[config.mk]
export PLATFORM = sky130hd
export DESIGN_NAME = usrt_apb_requester
export DESIGN_NICKNAME = d
export VERILOG_FILES = /design/src/rtl/usrt_apb_requester.sv
export SDC_FILE = /design/constraint.sdc
export NUM_CORES = 1
export LEC_CHECK = 0
export BUFFER_PORTS_ARGS = -buffer_cell sky130_fd_sc_hd__buf_2
export CAP_MARGIN = 5
export CORE_ASPECT_RATIO = 2
export CORE_MARGIN = 2
export CORE_UTILIZATION = 47
export CTS_CLUSTER_DIAMETER = 150
export CTS_CLUSTER_SIZE = 16
export DETAILED_ROUTE_END_ITERATION = 8
export HOLD_SLACK_MARGIN = 0.06
export PLACE_DENSITY = 0.81
export SLEW_MARGIN = 20
export SYNTH_ARGS = -nofsm -noshare
export SYNTH_HDL_FRONTEND = slang
export SYNTH_SLANG_ARGS = --single-unit
export TNS_END_PERCENT = 50
[constraint.sdc]
create_clock -name pClk -period 3.9 [get_ports pClk]
set_input_delay 0.78 -clock pClk [delete_from_list [all_inputs] [get_ports pClk]]
set_output_delay 0.78 -clock pClk [all_outputs]
set_load 0.02 [all_outputs]
[src/rtl/usrt_apb_requester.sv]
// APB initiator for the USRT slave port: valid/ready command in, APB setup/access, response out.
// Optional ACCESS-phase timeout abort enabled by defining APB_TIMEOUT_EN.
module usrt_apb_requester #(
   parameter int unsigned ADDR_WIDTH     = 33,
   parameter int unsigned DATA_WIDTH     = 8,
   parameter int unsigned TIMEOUT_CYCLES = 64
) (
   input  logic                  pClk,
   input  logic                  pReset,
   input  logic                  cmd_valid,
   output logic                  cmd_ready,
   input  logic                  cmd_write,
   input  logic [ADDR_WIDTH-1:0] cmd_addr,
   input  logic [DATA_WIDTH-1:0] cmd_wdata,
   output logic                  rsp_valid,
   input  logic                  rsp_ready,
   output logic [DATA_WIDTH-1:0] rsp_rdata,
   output logic                  rsp_err,
   output logic [ADDR_WIDTH-1:0] pAddress,
   output logic                  pWrite,
   output logic [DATA_WIDTH-1:0] pWData,
   output logic                  pSelect,
   output logic                  pEnable,
   input  logic [DATA_WIDTH-1:0] pRData,
   input  logic                  pReady
);

   if (TIMEOUT_CYCLES < 1 || TIMEOUT_CYCLES > 65535) begin : g_bad_timeout
      $error("TIMEOUT_CYCLES must be in 1..65535");
   end

   typedef enum logic [1:0] {StIdle, StSetup, StAccess, StResp} state_e;

   state_e                  state_q, state_d;
   logic                    write_q, write_d;
   logic [ADDR_WIDTH-1:0]   addr_q, addr_d;
   logic [DATA_WIDTH-1:0]   wdata_q, wdata_d;
   logic [DATA_WIDTH-1:0]   rdata_q, rdata_d;
`ifdef APB_TIMEOUT_EN
   logic                    err_q, err_d;
   logic [15:0]             cnt_q, cnt_d;
`endif

   always_ff @(posedge pClk or negedge pReset) begin
      if (!pReset) begin
         state_q <= StIdle;
         write_q <= 1'b0;
         addr_q  <= '0;
         wdata_q <= '0;
         rdata_q <= '0;
`ifdef APB_TIMEOUT_EN
         err_q   <= 1'b0;
         cnt_q   <= '0;
`endif
      end else begin
         state_q <= state_d;
         write_q <= write_d;
         addr_q  <= addr_d;
         wdata_q <= wdata_d;
         rdata_q <= rdata_d;
`ifdef APB_TIMEOUT_EN
         err_q   <= err_d;
         cnt_q   <= cnt_d;
`endif
      end
   end

   always_comb begin
      state_d = state_q;
      write_d = write_q;
      addr_d  = addr_q;
      wdata_d = wdata_q;
      rdata_d = rdata_q;
`ifdef APB_TIMEOUT_EN
      err_d   = err_q;
      cnt_d   = cnt_q;
`endif
      unique case (state_q)
         StIdle: begin
            if (cmd_valid) begin
               write_d = cmd_write;
               addr_d  = cmd_addr;
               wdata_d = cmd_write ? cmd_wdata : '0;
               state_d = StSetup;
            end
         end
         StSetup: begin
`ifdef APB_TIMEOUT_EN
            cnt_d   = '0;
`endif
            state_d = StAccess;
         end
         StAccess: begin
            if (pReady) begin
               rdata_d = write_q ? '0 : pRData;
`ifdef APB_TIMEOUT_EN
               err_d   = 1'b0;
`endif
               state_d = StResp;
`ifdef APB_TIMEOUT_EN
            end else if (cnt_q == 16'(TIMEOUT_CYCLES - 1)) begin
               // This is the TIMEOUT_CYCLES-th stalled cycle: abort the transfer
               rdata_d = '0;
               err_d   = 1'b1;
               state_d = StResp;
            end else begin
               cnt_d   = cnt_q + 16'd1;
`endif
            end
         end
         StResp: begin
            if (rsp_ready) begin
               state_d = StIdle;
            end
         end
         default: state_d = StIdle;
      endcase
   end

   always_comb begin
      cmd_ready = (state_q == StIdle);
      pSelect   = (state_q == StSetup) || (state_q == StAccess);
      pEnable   = (state_q == StAccess);
      rsp_valid = (state_q == StResp);
      pAddress  = addr_q;
      pWrite    = write_q;
      pWData    = wdata_q;
      rsp_rdata = rdata_q;
`ifdef APB_TIMEOUT_EN
      rsp_err   = err_q;
`else
      rsp_err   = 1'b0;
`endif
   end

endmodule

==> summary.txt <==
Status: complete, no violations
Min Hold Slack: 0.483 ns
Crit. End Element: primary output
Core area: 4250 um2
Worst Path Arrival: 1.21 ns
Clock tree root buffer cell: clkbuf_8
Peak supply drop: 0.512 mV
Buffers on Ports: 108
Count of cell types in the netlist: 16
Setup TNS: 0 ns
Pre-CTS setup slack: 1.70 ns
Synth top area share: 0.636
Antenna diodes: 0
Power Density: 867 nW/um2
Clock power share: 0.130
Final hold vios: 0
CTS clock-pin slew for the worst setup and hold paths: 0.08 ns
P_int: 1.40 mW
EDFF count, synth: 0
Vert. Die Dim: 97.3 um
Clk_skew: 0.00378 ns
Largest net degree at the start of global routing: 53
Initial antenna violation count: 0
Overall global routing resource usage: 0.172
FILL cells: 367
Cts repair resizes: 0
Net Switching: 0.949 mW
DRC Markers: 0
RSZ-0062 raised after global routing: false
Max Cap Viol: 0
Crit-path max FO: 4
Cell area after synthesis: 2050 um2
Slowest stage cell, crit path: dfrtp_1
First-pass GRT wire length: 6390 um
Slew Limit Headroom: 0.350
Switching share of power: 0.404
CP Launch Type: flop
Post-Syn Area per Cell: 13.0 um2
Slowest cell delay on critical path: 0.40 ns
Yosys reg bits: 52
Area grow syn2layout: 32.6%
Sequential fraction of the synthesis area: 0.636
Warnings, synthesis: 0
Final worst setup slack: 1.91 ns
Drt pass-1 iters: 4
Full die area: 4930 um2
CTS tree: done
DR iter-0 viols: 16
IO Count: 110
Syn nets: 215
Largest area contributor in the synthesized netlist: dfrtp_1
Layout Nets: 322
# clock sinks: 52
Top FF cell, synth: dfrtp_1
Worst-path cell chain: inv_1 > ha_1 > buf_2
Clk_lat worst skew: 0.30 ns
Final ANT Viol Nets: 0
Synth Instances: 157
Post-CTS Setup Inserts: 0
GP Congestion: 0.764
Highest clock rate: 502 MHz
Final setup fails: 0
Top-count cell post-synth: dfrtp_1
Max clock buf depth: 2
Die width: 50.7 um
H-tree levels: 2
Static Leak: 1.44 nW
Worst slew pin tran: 0.972 ns
CP Class: reg -> out
# placed instances: 311
Hpwl dp: 2990 um
Hold_buf cts: 0
Wire per inst: 12.6 um
Final WL: 4000 um
Synth area leaders: dfrtp_1 (64%), mux2_2 (19%), nand2_1 (4.8%)
Initial core utilization: 0.481
Power share of the sequential group: 0.399
Avg Vias per Cell: 4.86
Period utilization: 0.511
Total CTS buffers: 5
Slew Limit Fails: 0
Synth top cells by count: dfrtp_1 (52), mux2_2 (34), nand2_1 (26)
Final core utilization: 0.638
Post-synth ARST share: 1.00
Vias in the first global route: 1474
Period minus WS final: 1.99 ns
Worst Hold Class: in -> async
Ratio of cells with drive above 1 in the final layout: 0.570
GRT overflow: 0
Via count: 1551
WP data required: 3.12 ns
Non-Filler Instances: 319
Std cell rows: 34
Comb pwr share: 0.472
-- layout by cell type (no fill, tap or decap), types with 2 or more instances in the layout --
cell,count
nand2b_1,8
buf_2,107
clkbuf_8,6
dfrtp_1,52
o21ai_0,16
clkinv_2,2
nand2_1,25
ha_1,3
inv_1,5
mux2_2,34
-- logic make-up after synthesis --
kind of cell             after synthesis  synth area share
AO/OA/AOI/OAI                         17            0.0440
adder cells (fa/ha/maj)                3            0.0184
buffers and inverters                 13            0.0281
flip-flops                            52             0.636
multiplexers                          36             0.198
other                                  1           0.00183
AND/OR/NAND/NOR                       35            0.0740
-- through the flow --
stage / power [mW] / area (um2)
floorplan: 1.69 / 2050
global placement: 2.03 / 2620
detailed placement: 2.07 / 2620
CTS: 2.38 / 2710
global route: 2.51 / 2710
finish: 2.35 / 2710
-- worst paths after layout --
path | startpoint | to | slack [ns] | depth (start not counted)
max in group asynchronous | pReset | rsp_rdata[1]$_DFFE_PN0P_ | 2.98 | 1
min | pReset | rsp_rdata[3]$_DFFE_PN0P_ | 0.48 | 1
min reg2reg | pWData[7]$_DFFE_PN0P_ | pWData[7]$_DFFE_PN0P_ | 0.48 | 2
min in group pClk | pWData[7]$_DFFE_PN0P_ | pWData[7]$_DFFE_PN0P_ | 0.48 | 2
max | state_q[0]$_DFFE_PN0P_ | cmd_ready | 1.91 | 3
max reg2reg | state_q[0]$_DFFE_PN0P_ | pAddress[28]$_DFFE_PN0P_ | 1.93 | 4
-- power by group through the flow --
| stage | registers (mW) | clock network (mW) | logic (mW) |
|---|---|---|---|
| finish | 0.937 | 0.304 | 1.11 |
| global route | 0.978 | 0.340 | 1.19 |
| CTS | 0.938 | 0.319 | 1.13 |
| detailed placement | 0.946 | 0 | 1.12 |
| global placement | 0.933 | 0 | 1.09 |
| floorplan | 1.25 | 0 | 0.434 |
-- worst max-delay path, delay by kind of cell, from the launching register on --
family     cells  cell delay, ns
fa+ha+maj      1            0.23
buf+inv        2            0.29
flops          1            0.40
-- registers in the layout (all words and copies together) (netlist names) --
register	cells
pAddress	33
pWData	8
rsp_rdata	8
state_q	2
pWrite	1
-- routing by layer --
layer	routed length, um	GRT usage	vias to the layer above	part of all wire
met5	0	0	-	0
met4	70	0.0686	0	0.017
met3	433	0.0554	5	0.11
met2	1850	0.272	90	0.46
met1	1650	0.215	729	0.41
li1	-	-	727	-
-- cell type report --
class	instances	area [um2]	share of cell area
clock buffers	6	82.6	0.0304
inverters	5	18.8	0.00692
multi-input cells	92	689	0.254
flip-flops and latches	52	1300	0.480
clock inverters	2	10.0	0.00369
repair buffers	108	543	0.200
well taps	54	67.6	0.0249
Note: power is estimated with default switching activity, not from simulation.
